## src/rtl/fetch_pc_sequencer_pkg.sv

```systemverilog
// Shared widths and 2-bit branch-history counter definitions for the fetch PC sequencer.
package fetch_pc_sequencer_pkg;

  localparam int XLEN     = 32;
  localparam int PC_WIDTH = 32;

  typedef enum logic [1:0] {
    BHT_SNT = 2'b00,
    BHT_WNT = 2'b01,
    BHT_WT  = 2'b10,
    BHT_ST  = 2'b11
  } bht_ctr_e;

  // Saturating step of one counter toward the resolved outcome.
  function automatic logic [1:0] bht_next(input logic [1:0] ctr, input logic taken);
    if (taken) begin
      return (ctr == BHT_ST) ? ctr : ctr + 2'd1;
    end
    return (ctr == BHT_SNT) ? ctr : ctr - 2'd1;
  endfunction

endpackage

```

## src/rtl/bht_2bit.sv

```systemverilog
// Branch history table of 2-bit saturating counters: combinational read, synchronous train.
module bht_2bit
  import fetch_pc_sequencer_pkg::*;
#(
  parameter int         BHT_IDX_W = 6,
  parameter logic [1:0] BHT_INIT  = BHT_WNT
) (
  input  logic                 clk_i,
  input  logic                 rst_i,
  input  logic [BHT_IDX_W-1:0] rd_idx_i,
  output logic [1:0]           rd_ctr_o,
  input  logic                 train_valid_i,
  input  logic [BHT_IDX_W-1:0] train_idx_i,
  input  logic                 train_taken_i
);

  localparam int ENTRIES = 1 << BHT_IDX_W;

  logic [1:0] ctr_q [ENTRIES];
  logic [1:0] ctr_d [ENTRIES];

  always_comb begin
    ctr_d = ctr_q;
    if (train_valid_i) begin
      ctr_d[train_idx_i] = bht_next(ctr_q[train_idx_i], train_taken_i);
    end
  end

  always_ff @(posedge clk_i) begin
    if (rst_i) begin
      for (int i = 0; i < ENTRIES; i++) begin
        ctr_q[i] <= BHT_INIT;
      end
    end else begin
      ctr_q <= ctr_d;
    end
  end

  // Read returns the registered value, so a same-cycle train is seen one cycle later.
  assign rd_ctr_o = ctr_q[rd_idx_i];

endmodule

```

## src/rtl/fetch_pc_sequencer.sv

```systemverilog
// Fetch PC register: BHT-assisted next-PC prediction with trap/mispredict override.
module fetch_pc_sequencer
  import fetch_pc_sequencer_pkg::*;
#(
  parameter logic [PC_WIDTH-1:0] RESET_PC  = 32'h8000_0000,
  parameter int                  BHT_IDX_W = 6,
  parameter logic [1:0]          BHT_INIT  = BHT_WNT
) (
  input  logic                clk_i,
  input  logic                rst_i,
  input  logic                F_stall_i,
  input  logic                mini_op_branch_i,
  input  logic                mini_op_jal_i,
  input  logic [PC_WIDTH-1:0] mini_jal_jmp_i,
  input  logic [PC_WIDTH-1:0] mini_branch_jmp_i,
  input  logic                E_redirect_i,
  input  logic [PC_WIDTH-1:0] E_redirect_pc_i,
  input  logic                E_train_valid_i,
  input  logic [PC_WIDTH-1:0] E_train_pc_i,
  input  logic                E_train_taken_i,
  input  logic                C_trap_i,
  input  logic [PC_WIDTH-1:0] C_trap_pc_i,
  output logic [PC_WIDTH-1:0] F_PC_o,
  output logic                F_pred_taken_o,
  output logic [PC_WIDTH-1:0] F_pred_target_o,
  output logic                FD_flush_o,
  output logic [XLEN-1:0]     mispred_cnt_o
);

  logic [PC_WIDTH-1:0] pc_q, pc_d;
  logic                flush_q, flush_d;
  logic [XLEN-1:0]     mispred_cnt_q, mispred_cnt_d;
  logic [1:0]          bht_rd_ctr;
  logic                pred_taken;
  logic [PC_WIDTH-1:0] pred_target;
  logic                unused_train_pc_bits;

  assign unused_train_pc_bits = ^{E_train_pc_i[PC_WIDTH-1:BHT_IDX_W+2], E_train_pc_i[1:0]};

  bht_2bit #(
    .BHT_IDX_W (BHT_IDX_W),
    .BHT_INIT  (BHT_INIT)
  ) u_bht (
    .clk_i         (clk_i),
    .rst_i         (rst_i),
    .rd_idx_i      (pc_q[BHT_IDX_W+1:2]),
    .rd_ctr_o      (bht_rd_ctr),
    .train_valid_i (E_train_valid_i),
    .train_idx_i   (E_train_pc_i[BHT_IDX_W+1:2]),
    .train_taken_i (E_train_taken_i)
  );

  always_comb begin
    pred_taken = mini_op_jal_i | (mini_op_branch_i & bht_rd_ctr[1]);
    if (mini_op_jal_i) begin
      pred_target = mini_jal_jmp_i;
    end else if (pred_taken) begin
      pred_target = mini_branch_jmp_i;
    end else begin
      pred_target = pc_q + 32'd4;
    end

    // Redirects land regardless of stall; trap outranks mispredict.
    pc_d = pred_target;
    if (C_trap_i) begin
      pc_d = C_trap_pc_i;
    end else if (E_redirect_i) begin
      pc_d = E_redirect_pc_i;
    end else if (F_stall_i) begin
      pc_d = pc_q;
    end

    flush_d       = C_trap_i | E_redirect_i;
    mispred_cnt_d = mispred_cnt_q + {{(XLEN-1){1'b0}}, E_redirect_i};
  end

  always_ff @(posedge clk_i) begin
    if (rst_i) begin
      pc_q          <= RESET_PC;
      flush_q       <= 1'b0;
      mispred_cnt_q <= '0;
    end else begin
      pc_q          <= pc_d;
      flush_q       <= flush_d;
      mispred_cnt_q <= mispred_cnt_d;
    end
  end

  assign F_PC_o          = pc_q;
  assign F_pred_taken_o  = pred_taken;
  assign F_pred_target_o = pred_target;
  assign FD_flush_o      = flush_q;
  assign mispred_cnt_o   = mispred_cnt_q;

endmodule

```

## config.mk

```make
export PLATFORM = sky130hd
export DESIGN_NAME = fetch_pc_sequencer
export DESIGN_NICKNAME = d
export VERILOG_FILES = /design/src/rtl/fetch_pc_sequencer_pkg.sv /design/src/rtl/bht_2bit.sv /design/src/rtl/fetch_pc_sequencer.sv
export SDC_FILE = /design/constraint.sdc
export NUM_CORES = 1
export LEC_CHECK = 0
export ABC_AREA = 1
export BUFFER_PORTS_ARGS = -buffer_cell sky130_fd_sc_hd__clkbuf_2
export CAP_MARGIN = 20
export CORE_ASPECT_RATIO = 0.9
export CORE_UTILIZATION = 55
export CTS_BUF_LIST = sky130_fd_sc_hd__clkbuf_4 sky130_fd_sc_hd__clkbuf_8 sky130_fd_sc_hd__clkbuf_16
export CTS_CLUSTER_DIAMETER = 30
export DETAILED_ROUTE_END_ITERATION = 6
export GPL_TIMING_DRIVEN = 0
export HOLD_SLACK_MARGIN = 0.02
export MAX_ROUTING_LAYER = met4
export PLACE_DENSITY = 0.85
export SLEW_MARGIN = 20
export SYNTH_ARGS = -nofsm -noshare
export SYNTH_HDL_FRONTEND = slang
export SYNTH_SLANG_ARGS = --single-unit
export TNS_END_PERCENT = 5
```

## constraint.sdc

```tcl
create_clock -name clk_i -period 3.3 [get_ports clk_i]
set_clock_uncertainty 0.05 [all_clocks]
set_input_delay 0.66 -clock clk_i [delete_from_list [all_inputs] [get_ports clk_i]]
set_output_delay 0.66 -clock clk_i [all_outputs]
set_load 0.05 [all_outputs]
```

==> impl_metrics.ini <==
[yosys]
synth_top_cells_by_count = sky130_fd_sc_hd__nand2_1 (418), sky130_fd_sc_hd__dfxtp_1 (193), sky130_fd_sc_hd__nor2_1 (191), sky130_fd_sc_hd__a21oi_1 (184), sky130_fd_sc_hd__o21ai_0 (179)
ys_ff_latch = 193
ys_warn_count = 0
post_synth.cell_area_avg_um2 = 6.22
post_synth_num_cell_types = 42
netlist_top_cells_area = sky130_fd_sc_hd__dfxtp_1 (34%), sky130_fd_sc_hd__nand2_1 (14%), sky130_fd_sc_hd__a21oi_1 (8.2%)
synth-main-ff-cell = sky130_fd_sc_hd__dfxtp_1
synth_top_area_share = 0.343
synth_top_area_cell = sky130_fd_sc_hd__dfxtp_1
synth.most_common_cell = sky130_fd_sc_hd__nand2_1
synth-seq-area-share = 0.343
synthesis.area_um2 = 11300
synthArstFlopShare = 0
syn_inst = 1813
synth.net_count = 1985
synth_edf_count = 0

[drt]
routed_wire_length_per_instance_um = 19.2
detailroute.via_count = 14600
drtAntennaViolNets = 0
first_iter_violations = 2666
route.detailed.vias_per_inst = 6.19
detailedRoute.firstPassIterationCount = 7
detail_route.wirelength_um = 45500
route.detailed.drc = 35

[setup_path]
crit_required_ps = 2590
crit-reg2reg-launch = F_PC_o[2]
source_of_the_critical_timing_path = F_PC_o[2]
end_kind = output port
crit_slowest_cell = sky130_fd_sc_hd__dfxtp_4
worst-endpoint-arrival_ps = 2850
setup.worst_path.start_class = flop
critPathMaxFanout = 7
crit_path_max_incr_delay_ps = 390
worstPathCellList = buf_12 -> clkinv_8 -> clkbuf_16 -> nand2_1 -> nand3_1 -> a21boi_1 -> nor2_1 -> nand2_2 -> nand3_4 -> nand2_8 -> nand2_8 -> clkbuf_16 -> nand2_1 -> nand3_1 -> and2_4 -> clkbuf_8
critical_path_class = flop to output port

[power]
power_per_cell_area_nw_per_um2 = 431
ir_drop_uv = 354
leakage_nw = 6.15

[sta]
finalCriticalPeriod_ps = 3560
timing.max_slew.rel_slack = 0.322
period_share = 1.08
totalNegativeSetupSlack_ps = -18960
setup_viol = 152
drv_slew = 0
rsz0062_at_grt = yes
hold_viol_final = 0
worstMarginPinSlew_ps = 1020
worst_slack_ps = -261
maximum_clock_rate_ghz = 0.281

[global_route]
global_route_wire_length_before_repair_um = 66200
grt_use_total = 0.416
via_count_of_the_first_global_routing_pass = 12700
initial_antenna_violation_count = 0
grt_max_degree = 19
overflow_left_after_global_routing = 0

[clock_network]
tritoncts = done
cts.sink_count = 193
root_buffer = sky130_fd_sc_hd__clkbuf_16
cts.reportedPaths.clkPinSlew_ps = 70
count_of_hold_buffers_inserted_by_post_cts_repair = 0
deepest_level_of_the_cts_h_tree = 4
clock_latency_at_the_later_pin_of_the_worst_skew_pair_ps = 450
bufs_on_longest_clock_path = 2
tritoncts.num_buffers = 17

[status]
violations = DRC, setup timing
run_status = finished with violations

[place]
place.gp.congestion = 1.10
io_buffer_count = 238
hpwl_um = 31600

[min_path]
worstHoldStart = u_bht.ctr_q[48]
hp-class = flop to flop

[cells_and_area]
final_core_utilization = 0.719
multiInputGateArea_um2 = 6670
finish.net_count = 2268
num-fill-cells = 1609
drive_gt1_frac = 0.217
final-seq-area_um2 = 3870
areaGrowthSynthToFinish_pct = 27.9
antenna-diode-count = 0

[job]
cap_viol_max_count = 0

[die]
num_rows = 49
die_w_um = 153
starting_utilization_of_the_core_area = 0.562
die_h_um = 138
core-area_um2 = 20000
die-area_um2 = 21100
io_pins = 267
cell families after synthesis:
| logic type | synth area share |
|---|---|
| buffers and inverters | 0.0976 |
| and+or+nand+nor | 0.334 |
| adders and majority gates | 0.00333 |
| xor gates and xnor gates | 0.0218 |
| AOI/OAI and AO/OA | 0.200 |
| DFF | 0.343 |
final cells by class:
class	count	area share
sequential	193	0.269
inverter	177	0.0473
clock buffer	18	0.0300
multi-input combinational	1342	0.463
buffer	101	0.0372
clock inverter	14	0.00998
tap	255	0.0221
timing repair inverter	1	0.000608
timing repair buffer	263	0.121
critical path, delay by kind of cell (launching register included):
kind	cells	cell delay (ps)
AO/OA/AOI/OAI	1	190
buffers and inverters	5	790
flip-flops	1	390
AND/OR/NAND/NOR	10	1040
cells in the final DEF (no fill, tap or decap), types with 4 or more instances in the layout:
cell type and count:
sky130_fd_sc_hd__nand2_2 29, sky130_fd_sc_hd__nand3_2 18, sky130_fd_sc_hd__a21oi_1 182, sky130_fd_sc_hd__o22ai_1 10, sky130_fd_sc_hd__buf_4 23, sky130_fd_sc_hd__nor4_1 9, sky130_fd_sc_hd__dfxtp_2 4, sky130_fd_sc_hd__a22o_1 4
sky130_fd_sc_hd__and2_4 6, sky130_fd_sc_hd__clkbuf_8 11, sky130_fd_sc_hd__buf_6 11, sky130_fd_sc_hd__nor2_4 6, sky130_fd_sc_hd__clkbuf_2 206, sky130_fd_sc_hd__inv_1 153, sky130_fd_sc_hd__buf_1 6, sky130_fd_sc_hd__o21a_1 4
sky130_fd_sc_hd__xnor2_1 8, sky130_fd_sc_hd__o21ai_0 173, sky130_fd_sc_hd__nand2_1 391, sky130_fd_sc_hd__xor2_1 20, sky130_fd_sc_hd__o31ai_1 7, sky130_fd_sc_hd__o211ai_1 9, sky130_fd_sc_hd__clkbuf_16 21, sky130_fd_sc_hd__nor2_1 185
sky130_fd_sc_hd__nor3_1 33, sky130_fd_sc_hd__o21ai_1 7, sky130_fd_sc_hd__inv_2 20, sky130_fd_sc_hd__buf_8 21, sky130_fd_sc_hd__nor2_2 5, sky130_fd_sc_hd__o21ai_2 13, sky130_fd_sc_hd__buf_2 15, sky130_fd_sc_hd__clkbuf_1 64
sky130_fd_sc_hd__dfxtp_1 188, sky130_fd_sc_hd__nand4_1 18, sky130_fd_sc_hd__a221oi_1 5, sky130_fd_sc_hd__inv_6 5, sky130_fd_sc_hd__nand3_1 156, sky130_fd_sc_hd__or2_2 13
sequential cells by signal (all words and copies together) (netlist names):
register       cells
u_bht.ctr_q      128
mispred_cnt_o     32
F_PC_o            32
FD_flush_o         1
stage by stage:
stage / power (mW) / cells / setup slack [ps] / hold WS, ps / area (um2)
global route: 6.39 / 2364 / -307 / 456 / 14400
detailed placement: 3.82 / 2306 / -254 / 408 / 12800
global placement: 3.81 / 2306 / -271 / 393 / 12800
finish: 6.21 / 2364 / -261 / 427 / 14400
CTS: 5.98 / 2351 / -55.8 / 414 / 13900
floorplan: 3.38 / 1813 / 23.2 / 385 / 11300
worst paths after layout:
check                            end  slack, ps  cells after the start
setup / recovery  F_pred_target_o[2]       -260                     16
hold / removal       u_bht.ctr_q[48]        430                      2
setup reg to reg           F_PC_o[3]        390                     24
hold reg to reg      u_bht.ctr_q[48]        430                      2
report_power, final:
| part | internal, mW | switching [mW] | total [mW] |
|---|---|---|---|
| clock | 1.07 | 1.01 | 2.08 |
| combinational | 0.555 | 1.13 | 1.68 |
| sequential | 2.38 | 0.0774 | 2.45 |
| total | 4.01 | 2.21 | 6.21 |
routing by layer:
| metal | global-route usage | routed length, um | vias up | part of all wire |
|---|---|---|---|---|
| met5 | - | 0 | - | 0 |
| met4 | 0.208 | 2320 | 0 | 0.051 |
| met3 | 0.120 | 7040 | 261 | 0.15 |
| met2 | 0.595 | 19200 | 1274 | 0.42 |
| met1 | 0.535 | 16900 | 6556 | 0.37 |
| li1 | - | - | 6550 | - |
repair_timing:
action / in CTS / in global routing
setup endpoints to repair: 33 / 152
pin swaps: 3 / 19
gates cloned: 3 / 5
gates resized for setup: 114 / 131
buffers inserted: 11 / 8
Note: power is estimated with default switching activity, not from simulation.
